## config.mk

```make
export PLATFORM = sky130hd
export DESIGN_NAME = mem_arbiter
export DESIGN_NICKNAME = d
export VERILOG_FILES = /design/src/rtl/mem_arbiter.sv
export SDC_FILE = /design/constraint.sdc
export NUM_CORES = 1
export LEC_CHECK = 0
export BUFFER_PORTS_ARGS = -buffer_cell sky130_fd_sc_hd__clkbuf_2
export CAP_MARGIN = 40
export CORE_ASPECT_RATIO = 0.8
export CORE_MARGIN = 5
export CORE_UTILIZATION = 49
export CTS_BUF_LIST = sky130_fd_sc_hd__clkbuf_2 sky130_fd_sc_hd__clkbuf_4 sky130_fd_sc_hd__clkbuf_8
export DETAILED_ROUTE_END_ITERATION = 10
export PLACE_DENSITY_LB_ADDON = 0.05
export SLEW_MARGIN = 10
export SYNTH_ARGS = -nofsm -noshare
export SYNTH_HDL_FRONTEND = slang
export SYNTH_SLANG_ARGS = --single-unit
```

## constraint.sdc

```tcl
create_clock -name CLK -period 2.46 [get_ports CLK]
set_input_delay 0.123 -clock CLK [delete_from_list [all_inputs] [get_ports CLK]]
set_output_delay 0.123 -clock CLK [all_outputs]
set_load 0.02 [all_outputs]
```

## src/rtl/mem_arbiter.sv

```systemverilog
// Arbiter for the unified RAM port shared by instruction fetch and data access.
// Data wins by default; a streak limit keeps fetch from starving and a timeout aborts a hung RAM.
module mem_arbiter #(
   parameter int MAX_DSTREAK = 4,
   parameter int TIMEOUT     = 16
) (
   input  logic        CLK,
   input  logic        RST,
   input  logic        iREN,
   input  logic [31:0] iaddr,
   input  logic        dREN,
   input  logic        dWEN,
   input  logic [31:0] daddr,
   input  logic [31:0] dstore,
   output logic        iready,
   output logic [31:0] iload,
   output logic        dready,
   output logic [31:0] dload,
   output logic        merr,
   output logic        ramREN,
   output logic        ramWEN,
   output logic [31:0] ramaddr,
   output logic [31:0] ramstore,
   input  logic [31:0] ramload,
   input  logic        ramack
);
   // state | meaning
   // IDLE  | no transaction in flight
   // IBUSY | instruction read in progress
   // DBUSY | data read or write in progress
   typedef enum logic [1:0] {IDLE, IBUSY, DBUSY} state_t;

   localparam int SW = $clog2(MAX_DSTREAK + 1);
   localparam int TW = $clog2(TIMEOUT + 1);

   state_t          r_state;
   state_t          w_next;
   logic            r_wr;
   logic [31:0]     r_addr;
   logic [31:0]     r_store;
   logic [SW-1:0]   r_streak;
   logic [TW-1:0]   r_tmo;
   logic            w_ireq;
   logic            w_dreq;
   logic            w_grant_i;
   logic            w_grant_d;
   logic            w_timeout;

   // A requester still holding its request in its own completion cycle is not re-granted.
   assign w_ireq    = iREN & ~iready;
   assign w_dreq    = (dREN | dWEN) & ~dready;
   assign w_timeout = (r_state != IDLE) && !ramack && (r_tmo == TW'(TIMEOUT - 1));

   always_comb begin
      w_next    = r_state;
      w_grant_i = 1'b0;
      w_grant_d = 1'b0;
      ramREN    = 1'b0;
      ramWEN    = 1'b0;
      ramaddr   = '0;
      ramstore  = '0;
      case (r_state)
         IDLE: begin
            if (w_ireq && r_streak == SW'(MAX_DSTREAK)) begin
               w_grant_i = 1'b1;
               w_next    = IBUSY;
            end else if (w_dreq) begin
               w_grant_d = 1'b1;
               w_next    = DBUSY;
            end else if (w_ireq) begin
               w_grant_i = 1'b1;
               w_next    = IBUSY;
            end
         end
         IBUSY: begin
            ramREN  = 1'b1;
            ramaddr = r_addr;
            if (ramack || w_timeout) w_next = IDLE;
         end
         DBUSY: begin
            ramREN  = ~r_wr;
            ramWEN  = r_wr;
            ramaddr = r_addr;
            if (r_wr) ramstore = r_store;
            if (ramack || w_timeout) w_next = IDLE;
         end
         default: w_next = IDLE;
      endcase
   end

   always_ff @(posedge CLK) begin
      if (RST) begin
         r_state  <= IDLE;
         r_wr     <= 1'b0;
         r_addr   <= '0;
         r_store  <= '0;
         r_streak <= '0;
         r_tmo    <= '0;
         iready   <= 1'b0;
         dready   <= 1'b0;
         merr     <= 1'b0;
         iload    <= '0;
         dload    <= '0;
      end else begin
         r_state <= w_next;
         iready  <= 1'b0;
         dready  <= 1'b0;
         merr    <= 1'b0;
         if (w_grant_i) begin
            r_addr   <= iaddr;
            r_wr     <= 1'b0;
            r_tmo    <= '0;
            r_streak <= '0;
         end else if (w_grant_d) begin
            r_addr  <= daddr;
            r_wr    <= dWEN;
            r_store <= dstore;
            r_tmo   <= '0;
            if (!iREN)
               r_streak <= '0;
            else if (r_streak != SW'(MAX_DSTREAK))
               r_streak <= r_streak + 1'b1;
         end else if (r_state != IDLE) begin
            // A late ack in the timeout cycle still completes the transfer normally.
            if (ramack) begin
               if (r_state == IBUSY) begin
                  iready <= 1'b1;
                  iload  <= ramload;
               end else begin
                  dready <= 1'b1;
                  if (!r_wr) dload <= ramload;
               end
            end else if (w_timeout) begin
               merr <= 1'b1;
               if (r_state == IBUSY) begin
                  iready <= 1'b1;
                  iload  <= '0;
               end else begin
                  dready <= 1'b1;
                  dload  <= '0;
               end
            end else begin
               r_tmo <= r_tmo + 1'b1;
            end
         end
      end
   end
endmodule

```

==> flow_summary.toml, run 1 <==
[min_path]
hold_path_class = "input pin to flip-flop"

[synthesis]
ys.flop_type = "dfxtp_1"
synth_top_family_by_area = "simple AND/OR/NAND/NOR gates"
ys.warnings.count = 0
synth_xor_area_frac = 0.00435
syn_area_um2 = 6040
yosys-top-cells-area = "dfxtp_1, nand2_1, a311oi_2, a22oi_1, nor2_1"
synth_largest_area_cell = "dfxtp_1"
syn-num-nets = 844
synthAdderAreaFrac = 0.0145
async_flop_share = 0
synth_top_area_share = 0.470
synth_cells = 703
synth-seq-area-share = 0.470
synth_simple_gate_area_share = 0.248
muxShareOfSynthArea = 0.00166
synth_enable_flop_cells = 0
ys_ff_latch = 142
synth_compound_gate_area_share = 0.202
ys_types = 37
syn_avg_cell_area_um2 = 8.59
synth_common_cells = "dfxtp_1, nand2_1, nor2_1"

[worst_setup_path]
arrival_ns = 2.73
crit_path_start = "r_streak[0]"
crit_end = "r_addr[7]"
worst_r2r_path_depth = 8
cp.required_ns = 2.83
cp_slowest_stage_delay_ns = 0.59
worstSetupPathType = "flip-flop to flip-flop"
path_cells = "inv_1 -> ha_1 -> nand4b_1 -> and3_2 -> buf_12 -> nand2_1 -> a311oi_2 -> dlygate4sd3_1"
end_kind = "flip-flop"
slowest_stage = "dlygate4sd3_1"
startpoint_type = "flip-flop"
r2r_slack_ns = 0.10
r2r-start = "r_streak[0]"
reg2reg_to = "r_addr[7]"
critPathMaxFanout = 35

[clock_network]
clock_path_buffers = 2
path_clk_slew_ns = 0.08
cts_buffers = 17
htreeDepth = 4
clock_latency_ns = 0.44
cts-root-buf = "clkbuf_8"
clock_sinks = 142
tritoncts = "done"

[finish]
final_nets = 1208
nFillCells = 905
area_growth_pct = 51.2
final_layout_size_suffix_gt1_frac = 0.328
diodes = 0

[timing]
worst_pin_slew_ns = 0.575
timing.fmax_ghz = 0.424
clock_skew_ns = 0.0143
rsz0062_at_grt = "no"
fin_setup_tns_ns = 0
slew_violations = 0
period_share = 0.959
slew_headroom = 0.617
worst_slack_ns = 0.100
setup_violations = 0
hold_viol_final = 0
finalCriticalPeriod_ns = 2.36

[grt]
grt_max_degree = 70
first_global_vias = 6475
antenna_found_initial = 0
grt_pass1_wl_mm = 31.1
overflow = 0
track_usage = 0.259

[run_status]
status = "completed"

[die]
ioPinCount = 267
fp.coreArea_um2 = 12100
die_x_um = 134
die_area_um2 = 14700
placementRows = 36
die_y_um = 109
start_util = 0.499

[place]
io_buffers = 266
dp_hpwl_mm = 12.4
place_congestion = 0.810
place_ws_ns = 0.477

[route]
avgRoutedWirePerCell_um = 16.0
drt_first_pass_iters = 5
first_iter_violations = 514
drt_wl_total_mm = 19.7
vias = 6494
drc = 0
drtAntennaViolNets = 0
vias_per_cell = 5.27

[run]
drv_cap = 0

[pwr]
power_leakage_nw = 4.25
power_density_nw_per_um2 = 698
ir_drop_uv = 393
[registers in the layout (all words and copies together), names as in the netlist]
signal / count
dload: 32
iload: 32
r_addr: 32
r_store: 32
r_tmo: 5
r_streak: 3
r_state: 2
dready: 1
iready: 1
merr: 1
r_wr: 1
[power by group]
| part | switching [W] | internal, W | total (W) |
|---|---|---|---|
| clock | 0.000954 | 0.00107 | 0.00202 |
| combinational | 0.00100 | 0.000704 | 0.00171 |
| sequential | 0.000115 | 0.00253 | 0.00264 |
| total | 0.00207 | 0.00430 | 0.00637 |
[worst min-delay path by stage]
stage,startpoint,end,slack [ns],depth (start not counted)
final,iaddr[30],r_addr[30],0.01,3
after global routing,iaddr[30],r_addr[30],-0.0002,3
after CTS,iaddr[20],r_addr[20],0.0003,3
after detailed placement,dstore[5],r_store[5],0.35,3
after global placement,dstore[7],r_store[7],0.35,3
after floorplan,dstore[0],r_store[0],0.26,2
[area by class of cell]
| type | instances | area, um^2 | share of cell area |
|---|---|---|---|
| Multi-Input combinational cell | 492 | 2860 | 0.313 |
| Clock buffer | 19 | 255 | 0.0279 |
| Sequential cell | 142 | 2840 | 0.311 |
| Clock inverter | 13 | 178 | 0.0195 |
| Tap cell | 152 | 190 | 0.0208 |
| Timing Repair Buffer | 407 | 2790 | 0.305 |
| Inverter | 7 | 26.3 | 0.00288 |
[critical path, delay by kind of cell, from the launching register on]
kind,cells,cell delay [ns]
AO/OA/AOI/OAI,1,0.24
adder cells (fa/ha/maj),1,0.24
buffers and inverters,3,0.87
flip-flops,1,0.37
AND/OR/NAND/NOR,3,0.55
[placed cells by master, fill, tap and decap left out, types with 3 or more instances in the layout]
cell           Yosys  final
clkbuf_2           0    265
nand2_1          142    142
dfxtp_1          142    142
dlygate4sd3_1      0    125
nor2_1            97     97
a22oi_1           58     58
a21oi_1           45     45
and2_1            35     35
and3_1            35     34
a311oi_2          32     32
clkbuf_8           0     18
buf_4              7     11
inv_1              7      7
nand3_1            8      7
ha_1               7      6
buf_12             0      5
nor2b_1            4      4
inv_6              0      4
nand4_1            3      3
nand3b_1           3      3
clkinv_4           0      3
bufinv_16          0      3
[per-layer routing]
metal	wire, um	track usage
met1	8170	0.320
met2	9440	0.439
met3	1470	0.0636
met4	660	0.111
met5	0	0
[per-stage QoR]
step	area [um^2]	hold slack, ns	util	instances	power (W)
2_1_floorplan	6040	0.259	-	703	0.00372
3_3_place_gp	7420	0.351	0.613	1074	0.00413
3_5_place_dp	7420	0.355	0.613	1074	0.00418
4_1_cts	9090	0.000264	0.750	1229	0.00635
5_1_grt	9130	-0.000181	0.754	1232	0.00669
6_report	9130	0.00957	0.754	1232	0.00637
[what timing repair did]
action / in CTS / in global routing
setup buffers: 0 / 0
hold endpoints to repair: 129 / 2
setup endpoints to repair: 0 / 7
hold buffers: 123 / 2
gates resized for setup: 0 / 1
[cell families after synthesis]
family,Yosys count
simple gates,335
buf+inv,69
xor+xnor,3
flops,142
mux,1
fa+ha+maj,7
compound gates,146
Note: power is estimated with default switching activity, not from simulation.
==> run 2, diff against run 1 <==
==> constraint.sdc (replaced) <==
create_clock -name CLK -period 2.46 [get_ports CLK]
set_input_delay 0.738 -clock CLK [delete_from_list [all_inputs] [get_ports CLK]]
set_output_delay 0.738 -clock CLK [all_outputs]
set_load 0.02 [all_outputs]
==> run 2 against run 1 <==
- clock-buffer cell count grew 1
- final cell count down 9.9%
- die area did not move
- design area is 13% lower
- sequential power about the same
- clock power fell by 7%
- critical endpoint is now ramaddr[11]
- highest routed layer unchanged
==> flow_summary.toml, run 2 (synthesis results as in run 1) <==
[route]
drc = 0
drt_first_pass_iters = 6
topRoutingLayerUsed = "met4"
drtAntennaViolNets = 0
vias = 5951
wl_met2_mm = 8.63
drt_wl_total_mm = 17.8
vias_per_cell = 5.36
first_iter_violations = 486
avgRoutedWirePerCell_um = 16.0
dr_wl_met3_mm = 1.33
met1_length_mm = 7.55

[timing]
finalCriticalPeriod_ns = 2.41
period_share = 0.978
worst_slack_ns = 0.0541
slew_headroom = 0.690
worst_pin_slew_ns = 0.465
clock_skew_ns = 0.0102
slew_violations = 0
timing.fmax_ghz = 0.416
setup_violations = 0
rsz0062_at_grt = "no"
hold_viol_final = 0
fin_setup_tns_ns = 0

[pwr]
power_density_nw_per_um2 = 772
power_w = 0.00612
power_leakage_nw = 3.73
ir_drop_uv = 392

[finish]
fin_cells = 1110
layout_common_cells = "clkbuf_2, nand2_1, dfxtp_1, nor2_1, a22oi_1"
layout_commonest_cell = "clkbuf_2"
area_growth_pct = 31.2
final_layout_size_suffix_gt1_frac = 0.378
final_nets = 1086
fin_area_um2 = 7930
diodes = 0

[die]
placementRows = 36
fp.coreArea_um2 = 12100
die_y_um = 109
start_util = 0.499
ioPinCount = 267
die_x_um = 134
die_area_um2 = 14700

[run]
drv_cap = 0

[min_path]
min_path_cells = 2
hold_path_class = "flip-flop to flip-flop"

[worst_setup_path]
critPathMaxFanout = 12
cp.required_ns = 1.72
slowest_stage = "dfxtp_2"
startpoint_type = "flip-flop"
cp_slowest_stage_delay_ns = 0.34
path_cells = "inv_2 -> ha_4 -> bufbuf_16 -> and2_1 -> buf_4"
worst_r2r_path_depth = 8
r2r_slack_ns = 0.46
worstSetupPathType = "flip-flop to primary output"
arrival_ns = 1.67
end_kind = "primary output"

[clock_network]
clock_latency_ns = 0.45
htreeDepth = 4
cts-root-buf = "clkbuf_8"
cts_buffers = 17
tritoncts = "done"
clock_sinks = 142
path_clk_slew_ns = 0.08
clock_path_buffers = 2
hold_buffers = 0

[place]
dpl_cell_area_um2 = 7420
dp_hpwl_mm = 12.6
place_congestion = 0.812
io_buffers = 266
dpl.cell_count = 1075
place_ws_ns = 0.362

[grt]
antenna_found_initial = 0
grt_max_degree = 69
overflow = 0
grt_pass1_wl_mm = 27.6
track_usage = 0.233
first_global_vias = 5796

[run_status]
status = "completed"
-- run 2: cell types whose count changed in the layout (fill, tap and decap cells not counted), sizes merged, moves of 2 or more --
| cell | delta |
|---|---|
| clkbuf | -7 |
| dlygate4sd3 | -125 |
| clkinv | +2 |
| inv | -3 |
| buf | +10 |
-- run 2: routing by layer --
metal	vias to the layer above	track usage
met3	26	0.0531
met1	2794	0.292
met2	235	0.394
met4	0	0.0952
met5	-	0
li1	2896	-
-- run 2: through the flow --
stage	hold slack (ns)	util
after floorplan	0.432	-
after global placement	0.438	0.612
after detailed placement	0.444	0.612
after CTS	0.455	0.653
after global routing	0.473	0.654
final	0.451	0.654
-- run 2: cell type report --
cell class	count	area (um^2)
Fill cell	1038	4190
Multi-Input combinational cell	492	2870
Sequential cell	142	2850
Timing Repair Buffer	285	1590
Clock buffer	20	269
Tap cell	152	190
Clock inverter	12	136
Inverter	7	26.3
-- run 2: report_power, final --
group          internal, W  switching (W)  leakage (nW)  total, W
clock             0.000972       0.000912         0.199   0.00188
sequential         0.00253       0.000115          1.16   0.00264
combinational     0.000626       0.000965          2.37   0.00159
-- run 2: worst paths after layout --
kind,end,start
worst max register to register,dload[24],r_tmo[0]
worst min-delay path,r_store[15],r_store[15]
worst max-delay path,ramaddr[11],r_state[0]
worst min register to register,r_store[15],r_store[15]
-- run 2: repair_timing --
action                     4_1_cts  5_1_grt
buffers inserted                 2        0
resized for setup               10       15
cloned                           1        0
setup endpoints to repair       38       42
pin swaps                        1        1
-- run 2: critical path, delay by kind of cell, from the launching register on --
kind                       cells  cell delay, ns
DFF                            1            0.34
buffers and inverters          3            0.47
and+or+nand+nor                1            0.16
adders and majority gates      1            0.25
